<file path="src/rtl/writeback_stage_if.sv">
// Bundle of the memory-stage inputs, data-bus read channel and register-file
// write port seen by the writeback stage.
//
//   m_*            instruction fields registered from the memory stage
//   dbus_rd_*      word-aligned read data and its valid strobe
//   w_*            register-file write port, stall, retire count, error flag
//   dbg_wait_load  1 while the stage's FSM is in WAIT_LOAD
//
// Modports:
//   master - the surrounding pipeline / bus (drives m_* and dbus_*)
//   slave  - the writeback stage (drives w_* and dbg_wait_load)
//
// Handshake: there is no valid/ready pair here. The memory stage presents an
// instruction every cycle (m_valid = 0 marks a bubble) and it is taken at a
// rising edge only when w_stall is 0 during that cycle; while w_stall is 1
// the memory stage must hold its outputs. dbus_rd_valid is a one-cycle
// strobe that the stage consumes only while a load is outstanding.
interface writeback_stage_if;
  logic        m_valid;
  logic [31:0] m_alu_result;
  logic [4:0]  m_rd;
  logic [31:0] m_pc_plus_4;
  logic        m_reg_write;
  logic [1:0]  m_result_src;
  logic [2:0]  m_load_funct3;
  logic [31:0] dbus_rd_data;
  logic        dbus_rd_valid;
  logic [31:0] w_result;
  logic [4:0]  w_rd;
  logic        w_reg_write;
  logic        w_stall;
  logic [31:0] w_retired;
  logic        w_load_err;
  logic        dbg_wait_load;

  modport master (
    output m_valid, m_alu_result, m_rd, m_pc_plus_4, m_reg_write,
           m_result_src, m_load_funct3, dbus_rd_data, dbus_rd_valid,
    input  w_result, w_rd, w_reg_write, w_stall, w_retired, w_load_err,
           dbg_wait_load
  );

  modport slave (
    input  m_valid, m_alu_result, m_rd, m_pc_plus_4, m_reg_write,
           m_result_src, m_load_funct3, dbus_rd_data, dbus_rd_valid,
    output w_result, w_rd, w_reg_write, w_stall, w_retired, w_load_err,
           dbg_wait_load
  );
endinterface

</file>
<file path="src/rtl/writeback_stage.sv">
// Writeback (W) stage of the 5-stage RV32I pipeline.
//
// Registers the memory-stage instruction, waits for variable-latency load
// data on the data-bus read channel, aligns and extends it, selects the
// writeback value and drives the register-file write port. While a load is
// outstanding the upstream pipeline is stalled; a load that sees no data for
// LOAD_TIMEOUT wait cycles is force-completed with result 0 and the sticky
// w_load_err flag set.
//
// Ports:
//   clk    - clock, rising edge
//   reset  - synchronous, active-low
//   bus    - writeback_stage_if.slave (m_*, dbus_*, w_*, dbg_wait_load)
//
// Parameter:
//   LOAD_TIMEOUT - wait cycles before a load is force-completed (1..255)
module writeback_stage #(
  parameter int unsigned LOAD_TIMEOUT = 16
) (
  input logic              clk,
  input logic              reset,
  writeback_stage_if.slave bus
);

  localparam logic [7:0] TMAX = 8'(LOAD_TIMEOUT);

  typedef enum logic {
    IDLE      = 1'b0,
    WAIT_LOAD = 1'b1
  } state_e;

  state_e      state_q, state_d;
  logic [7:0]  tcount_q, tcount_d;
  logic        valid_q, valid_d;
  logic [31:0] alu_q, alu_d;
  logic [4:0]  rd_q, rd_d;
  logic [31:0] pc4_q, pc4_d;
  logic        reg_write_q, reg_write_d;
  logic [1:0]  src_q, src_d;
  logic [2:0]  funct3_q, funct3_d;
  logic [1:0]  off_q, off_d;
  logic [31:0] retired_q, retired_d;
  logic        load_err_q, load_err_d;

  logic        completing;
  logic        timed_out;
  logic        capture_load;
  logic [7:0]  byte_sel;
  logic [15:0] half_sel;
  logic [31:0] load_data;
  logic [31:0] result;

  // Completion and load-data path
  always_comb begin
    // In IDLE the registered instruction always completes. In WAIT_LOAD it
    // completes on read data or once the wait budget is used up; data
    // arriving on the last budget cycle counts as a normal completion.
    completing = (state_q == IDLE) || bus.dbus_rd_valid || (tcount_q == TMAX);
    timed_out  = (state_q == WAIT_LOAD) && !bus.dbus_rd_valid && (tcount_q == TMAX);
    capture_load = bus.m_valid && (bus.m_result_src == 2'b01);

    byte_sel = 8'h00;
    case (off_q)
      2'd0:    byte_sel = bus.dbus_rd_data[7:0];
      2'd1:    byte_sel = bus.dbus_rd_data[15:8];
      2'd2:    byte_sel = bus.dbus_rd_data[23:16];
      default: byte_sel = bus.dbus_rd_data[31:24];
    endcase
    half_sel = off_q[1] ? bus.dbus_rd_data[31:16] : bus.dbus_rd_data[15:0];

    // Only data actually returned while waiting is used; a timed-out load
    // and every other cycle see 0.
    load_data = 32'h0;
    if ((state_q == WAIT_LOAD) && bus.dbus_rd_valid) begin
      case (funct3_q)
        3'b000:  load_data = {{24{byte_sel[7]}}, byte_sel};
        3'b100:  load_data = {24'h0, byte_sel};
        3'b001:  load_data = {{16{half_sel[15]}}, half_sel};
        3'b101:  load_data = {16'h0, half_sel};
        default: load_data = bus.dbus_rd_data;
      endcase
    end

    case (src_q)
      2'b01:   result = load_data;
      2'b10:   result = pc4_q;
      default: result = alu_q;
    endcase
  end

  // Next-state logic
  always_comb begin
    state_d     = state_q;
    tcount_d    = tcount_q;
    valid_d     = valid_q;
    alu_d       = alu_q;
    rd_d        = rd_q;
    pc4_d       = pc4_q;
    reg_write_d = reg_write_q;
    src_d       = src_q;
    funct3_d    = funct3_q;
    off_d       = off_q;
    retired_d   = retired_q + 32'(valid_q && completing);
    load_err_d  = load_err_q || timed_out;

    if (completing) begin
      // Completion and capture coincide: the next instruction is taken in
      // the same edge that retires the current one.
      valid_d     = bus.m_valid;
      alu_d       = bus.m_alu_result;
      rd_d        = bus.m_rd;
      pc4_d       = bus.m_pc_plus_4;
      reg_write_d = bus.m_reg_write;
      src_d       = bus.m_result_src;
      funct3_d    = bus.m_load_funct3;
      off_d       = bus.m_alu_result[1:0];
      state_d     = capture_load ? WAIT_LOAD : IDLE;
      tcount_d    = 8'h00;
    end else begin
      tcount_d    = tcount_q + 8'd1;
    end
  end

  always_ff @(posedge clk) begin
    if (!reset) begin
      state_q     <= IDLE;
      tcount_q    <= 8'h00;
      valid_q     <= 1'b0;
      alu_q       <= 32'h0;
      rd_q        <= 5'd0;
      pc4_q       <= 32'h0;
      reg_write_q <= 1'b0;
      src_q       <= 2'b00;
      funct3_q    <= 3'b000;
      off_q       <= 2'b00;
      retired_q   <= 32'h0;
      load_err_q  <= 1'b0;
    end else begin
      state_q     <= state_d;
      tcount_q    <= tcount_d;
      valid_q     <= valid_d;
      alu_q       <= alu_d;
      rd_q        <= rd_d;
      pc4_q       <= pc4_d;
      reg_write_q <= reg_write_d;
      src_q       <= src_d;
      funct3_q    <= funct3_d;
      off_q       <= off_d;
      retired_q   <= retired_d;
      load_err_q  <= load_err_d;
    end
  end

  assign bus.w_result      = result;
  assign bus.w_rd          = rd_q;
  assign bus.w_reg_write   = valid_q && reg_write_q && (rd_q != 5'd0) && completing;
  assign bus.w_stall       = !completing;
  assign bus.w_retired     = retired_q;
  assign bus.w_load_err    = load_err_q;
  assign bus.dbg_wait_load = (state_q == WAIT_LOAD);

endmodule

</file>
<file path="src/flat_wrapper.sv">
// flat-port wrapper written by rule: the top's interface ports become plain ports
module writeback_stage_flat 
#(
  parameter int unsigned LOAD_TIMEOUT = 16
)
  (clk, reset, bus_m_valid, bus_m_alu_result, bus_m_rd, bus_m_pc_plus_4, bus_m_reg_write, bus_m_result_src, bus_m_load_funct3, bus_dbus_rd_data, bus_dbus_rd_valid, bus_w_result, bus_w_rd, bus_w_reg_write, bus_w_stall, bus_w_retired, bus_w_load_err, bus_dbg_wait_load);
  writeback_stage_if bus_i ();
  input logic clk;
  input logic reset;
  input wire logic [$bits(bus_i.m_valid)-1:0] bus_m_valid;
  input wire logic [$bits(bus_i.m_alu_result)-1:0] bus_m_alu_result;
  input wire logic [$bits(bus_i.m_rd)-1:0] bus_m_rd;
  input wire logic [$bits(bus_i.m_pc_plus_4)-1:0] bus_m_pc_plus_4;
  input wire logic [$bits(bus_i.m_reg_write)-1:0] bus_m_reg_write;
  input wire logic [$bits(bus_i.m_result_src)-1:0] bus_m_result_src;
  input wire logic [$bits(bus_i.m_load_funct3)-1:0] bus_m_load_funct3;
  input wire logic [$bits(bus_i.dbus_rd_data)-1:0] bus_dbus_rd_data;
  input wire logic [$bits(bus_i.dbus_rd_valid)-1:0] bus_dbus_rd_valid;
  output wire logic [$bits(bus_i.w_result)-1:0] bus_w_result;
  output wire logic [$bits(bus_i.w_rd)-1:0] bus_w_rd;
  output wire logic [$bits(bus_i.w_reg_write)-1:0] bus_w_reg_write;
  output wire logic [$bits(bus_i.w_stall)-1:0] bus_w_stall;
  output wire logic [$bits(bus_i.w_retired)-1:0] bus_w_retired;
  output wire logic [$bits(bus_i.w_load_err)-1:0] bus_w_load_err;
  output wire logic [$bits(bus_i.dbg_wait_load)-1:0] bus_dbg_wait_load;
  assign bus_i.m_valid = bus_m_valid;
  assign bus_i.m_alu_result = bus_m_alu_result;
  assign bus_i.m_rd = bus_m_rd;
  assign bus_i.m_pc_plus_4 = bus_m_pc_plus_4;
  assign bus_i.m_reg_write = bus_m_reg_write;
  assign bus_i.m_result_src = bus_m_result_src;
  assign bus_i.m_load_funct3 = bus_m_load_funct3;
  assign bus_i.dbus_rd_data = bus_dbus_rd_data;
  assign bus_i.dbus_rd_valid = bus_dbus_rd_valid;
  assign bus_w_result = bus_i.w_result;
  assign bus_w_rd = bus_i.w_rd;
  assign bus_w_reg_write = bus_i.w_reg_write;
  assign bus_w_stall = bus_i.w_stall;
  assign bus_w_retired = bus_i.w_retired;
  assign bus_w_load_err = bus_i.w_load_err;
  assign bus_dbg_wait_load = bus_i.dbg_wait_load;
  writeback_stage #(.LOAD_TIMEOUT(LOAD_TIMEOUT)) u_core (.clk(clk), .reset(reset), .bus(bus_i));
endmodule
</file>
<file path="config.mk">
export PLATFORM = sky130hd
export DESIGN_NAME = writeback_stage_flat
export DESIGN_NICKNAME = d
export VERILOG_FILES = /design/src/rtl/writeback_stage_if.sv /design/src/rtl/writeback_stage.sv /design/src/flat_wrapper.sv
export SDC_FILE = /design/constraint.sdc
export NUM_CORES = 1
export LEC_CHECK = 0
export ABC_CLOCK_PERIOD_IN_PS = 3800
export BUFFER_PORTS_ARGS = -buffer_cell sky130_fd_sc_hd__buf_2
export CAP_MARGIN = 10
export CORE_MARGIN = 3
export CORE_UTILIZATION = 29
export DETAILED_ROUTE_END_ITERATION = 6
export GPL_TIMING_DRIVEN = 0
export PLACE_DENSITY = 0.51
export RECOVER_POWER = 50
export SKIP_CTS_REPAIR_TIMING = 1
export SYNTH_ARGS = -nofsm -noshare
export SYNTH_HDL_FRONTEND = slang
export SYNTH_SLANG_ARGS = --single-unit
</file>
<file path="constraint.sdc">
create_clock -name clk -period 3.8 [get_ports clk]
set_input_delay 0.76 -clock clk [delete_from_list [all_inputs] [get_ports clk]]
set_output_delay 0.76 -clock clk [all_outputs]
set_load 0.005 [all_outputs]
</file>
==> metrics.cfg <==
[placed_design]
portBuffers=183
gp_congestion=0.856
preCtsSetupSlack_ns=0.151
post-dp-hpwl_mm=15.7
dpl-instance-area_mm2=0.00684

[die]
initial_core_util_pct=29.7
die_x_um=145
ios=184
dieArea_mm2=0.0210
rows=50
core_mm2=0.0188
die_y_um=145

[grt]
grt_max_degree=17
grt.total_usage_pct=18.7
antenna_found_initial=4
overflow=0
grt_pass1_wl_mm=30.1
grt_pass1_vias=5493

[cells_and_area]
layout-drive-gt1-share_pct=22.2
mostFrequentLayoutCells=nand2_1 (231), buf_2 (172), dfxtp_1 (118), a21oi_1 (99), clkbuf_1 (61)
final_common_cell=nand2_1
design_area_mm2=0.00748
final_nets=1062
areaGrowthSynthToFinish_pct=33.7

[synth]
synthAdderAreaFrac_pct=1.34
synth.avg_cell_area_um2=7.53
seq_area_frac_synth_pct=42.2
synth_top_family_by_area=simple AND/OR/NAND/NOR gates
yosysWarnings=0
yosys.area_share.simple_pct=27.7
synth_compound_area_share_pct=18.1
syn_nets=860
ys_seq_elements=118
synthTopCellsByArea=dfxtp_1 (42%), nand2_1 (15%), a21oi_1 (8.9%), o221ai_1 (3.3%), nor2_1 (3.2%)
synth_xor_area_share_pct=2.97
synth_cell_type_count=42
synth_mux_area_share_pct=3.24
syn-cell-area_mm2=0.00559
synth_cells=743
yosysTopAreaCellShare_pct=42.2
yosysTopAreaCell=dfxtp_1

[clocking]
htreeDepth=4
clkTransAtPathRegs_ns=0.05
numCtsBuffers=17
tritoncts=done
clk_latency_ns=0.41
clk_path_buf_depth=2
clkSinkCount=118
cts_root_buffer=clkbuf_16

[critical_path]
end_kind=output port
startpoint_type=register
reg2reg_to=u_core.bus.w_retired[16]
crit_type=register to output port
worst-path-max-fanout=10
r2r-start=u_core.tcount_q[0]
worst_ep_arrival_time_ns=2.78
r2r_slack_ns=0.30
worstRegToRegCells=12
worstPathRequired_ns=3.04
cp-startpoint=u_core.src_q[0]

[sta]
tns_ns=0
setup_viol=0
hold_violations=0
fmaxAchievable_mhz=283
slew_headroom_pct=52.4
post-route-min-period_ns=3.54
fin_skew_ns=0.00541
fin_ws_ns=0.262
rsz0062_at_grt=false
min_period_over_period_pct=93.1
slew_viol_final=0
worst_pin_slew_ns=0.714

[routing]
drt-total-wl_mm=20.0
ant_nets=0
drtIter0Drc=364
drc=0
vias=5915
via_per_inst=4.85
drt_first_pass_iters=5
wl_per_cell_um=16.4

[min_path]
hp-start=u_core.valid_q
min_path_cells=2
hp-class=register to register
min_to=u_core.valid_q

[job]
cap_viol_max_count=0

[run_status]
outcome=completed

[power]
power_mw=3.40
powerDensity_mw_per_mm2=455
leakage_nw=3.21
ir_drop_v=0.000316

-- area by class of cell --
type | instances | area, um2
diodes | 1 | 2.50
clock inverters | 6 | 138
repair buffers | 183 | 900
flip-flops and latches | 118 | 2360
plain buffers | 52 | 200
inverters | 13 | 48.8
clock buffers | 26 | 509
well taps | 260 | 325
fillers | 2033 | 11300
multi-input cells | 560 | 3000
-- power breakdown --
part           total, mW  leakage (nW)  switching [mW]  internal, mW
sequential          1.32         0.972          0.0312          1.29
combinational      0.332          1.92           0.197         0.135
clock               1.75         0.315           0.561          1.19
-- registers in the layout, summed over array words and instances (netlist names) --
signal,count
u_core.src_q,2
u_core.bus.w_load_err,1
u_core.bus.dbg_wait_load,1
u_core.reg_write_q,1
u_core.tcount_q,8
u_core.pc4_q,32
u_core.funct3_q,3
u_core.bus.w_retired,32
u_core.valid_q,1
u_core.alu_q,31
u_core.off_q,1
u_core.bus.w_rd,5
-- cells in the mapped netlist, drive strengths merged --
cell / number
nand4: 8
and2: 4
a221oi: 16
and4b: 1
nor4: 8
and3: 7
xnor2: 11
o21ai: 12
a21o: 1
clkinv: 1
nand2: 231
or4: 10
dfxtp: 118
mux2i: 8
a221o: 1
mux4: 1
nand3b: 1
buf: 6
nor3: 2
or2: 1
o211ai: 3
o31ai: 9
nor2b: 4
a21oi: 99
or3: 7
o41ai: 1
xor2: 8
o311a: 1
mux2: 7
nand3: 16
nor2: 47
o221ai: 21
ha: 6
nand2b: 4
clkbuf: 46
nand4bb: 1
and4: 3
inv: 12
-- how the worst max path moves through the flow --
| stage | end | slack (ns) | cells after the start |
|---|---|---|---|
| 6_report | bus_w_result[19] | 0.26 | 10 |
| 5_1_grt | u_core.bus.w_retired[16] | 0.02 | 12 |
| 4_1_cts | bus_w_result[19] | 0.12 | 10 |
| 3_5_place_dp | u_core.bus.w_retired[16] | 0.15 | 12 |
| 3_3_place_gp | u_core.bus.w_retired[16] | 0.13 | 12 |
| 2_1_floorplan | u_core.bus.w_retired[16] | 0.74 | 12 |
-- metrics by stage --
step | utilization [%] | instances | hold slack (ns)
after global placement | 36.3 | 1186 | 0.435
after floorplan | - | 743 | 0.427
after detailed placement | 36.3 | 1186 | 0.441
after CTS | 39.7 | 1218 | 0.447
final | 39.7 | 1219 | 0.448
after global routing | 39.7 | 1219 | 0.464
-- worst max-delay path, cell delays in order (launching register included) --
cell	delay, ns
dfxtp_1	0.36
inv_1	0.05
ha_1	0.30
and4b_1	0.25
clkbuf_1	0.33
and2_1	0.18
clkbuf_1	0.24
clkbuf_2	0.30
a221oi_1	0.13
nand2_1	0.10
buf_2	0.11
-- metal layers --
layer | vias up | global-route usage (%) | routed length, um
li1 | 2988 | - | -
met1 | 2716 | 26.5 | 9330
met2 | 181 | 28.4 | 9090
met3 | 24 | 4.30 | 1280
met4 | 6 | 5.45 | 269
met5 | - | 0 | 28
-- kinds of logic after synthesis --
group	Yosys count
buffers and inverters	65
multiplexers	16
AO/OA/AOI/OAI	164
AND/OR/NAND/NOR	355
flip-flops	118
adder cells (fa/ha/maj)	6
XOR/XNOR	19
No activity file was read; power rests on OpenSTA's default activity.
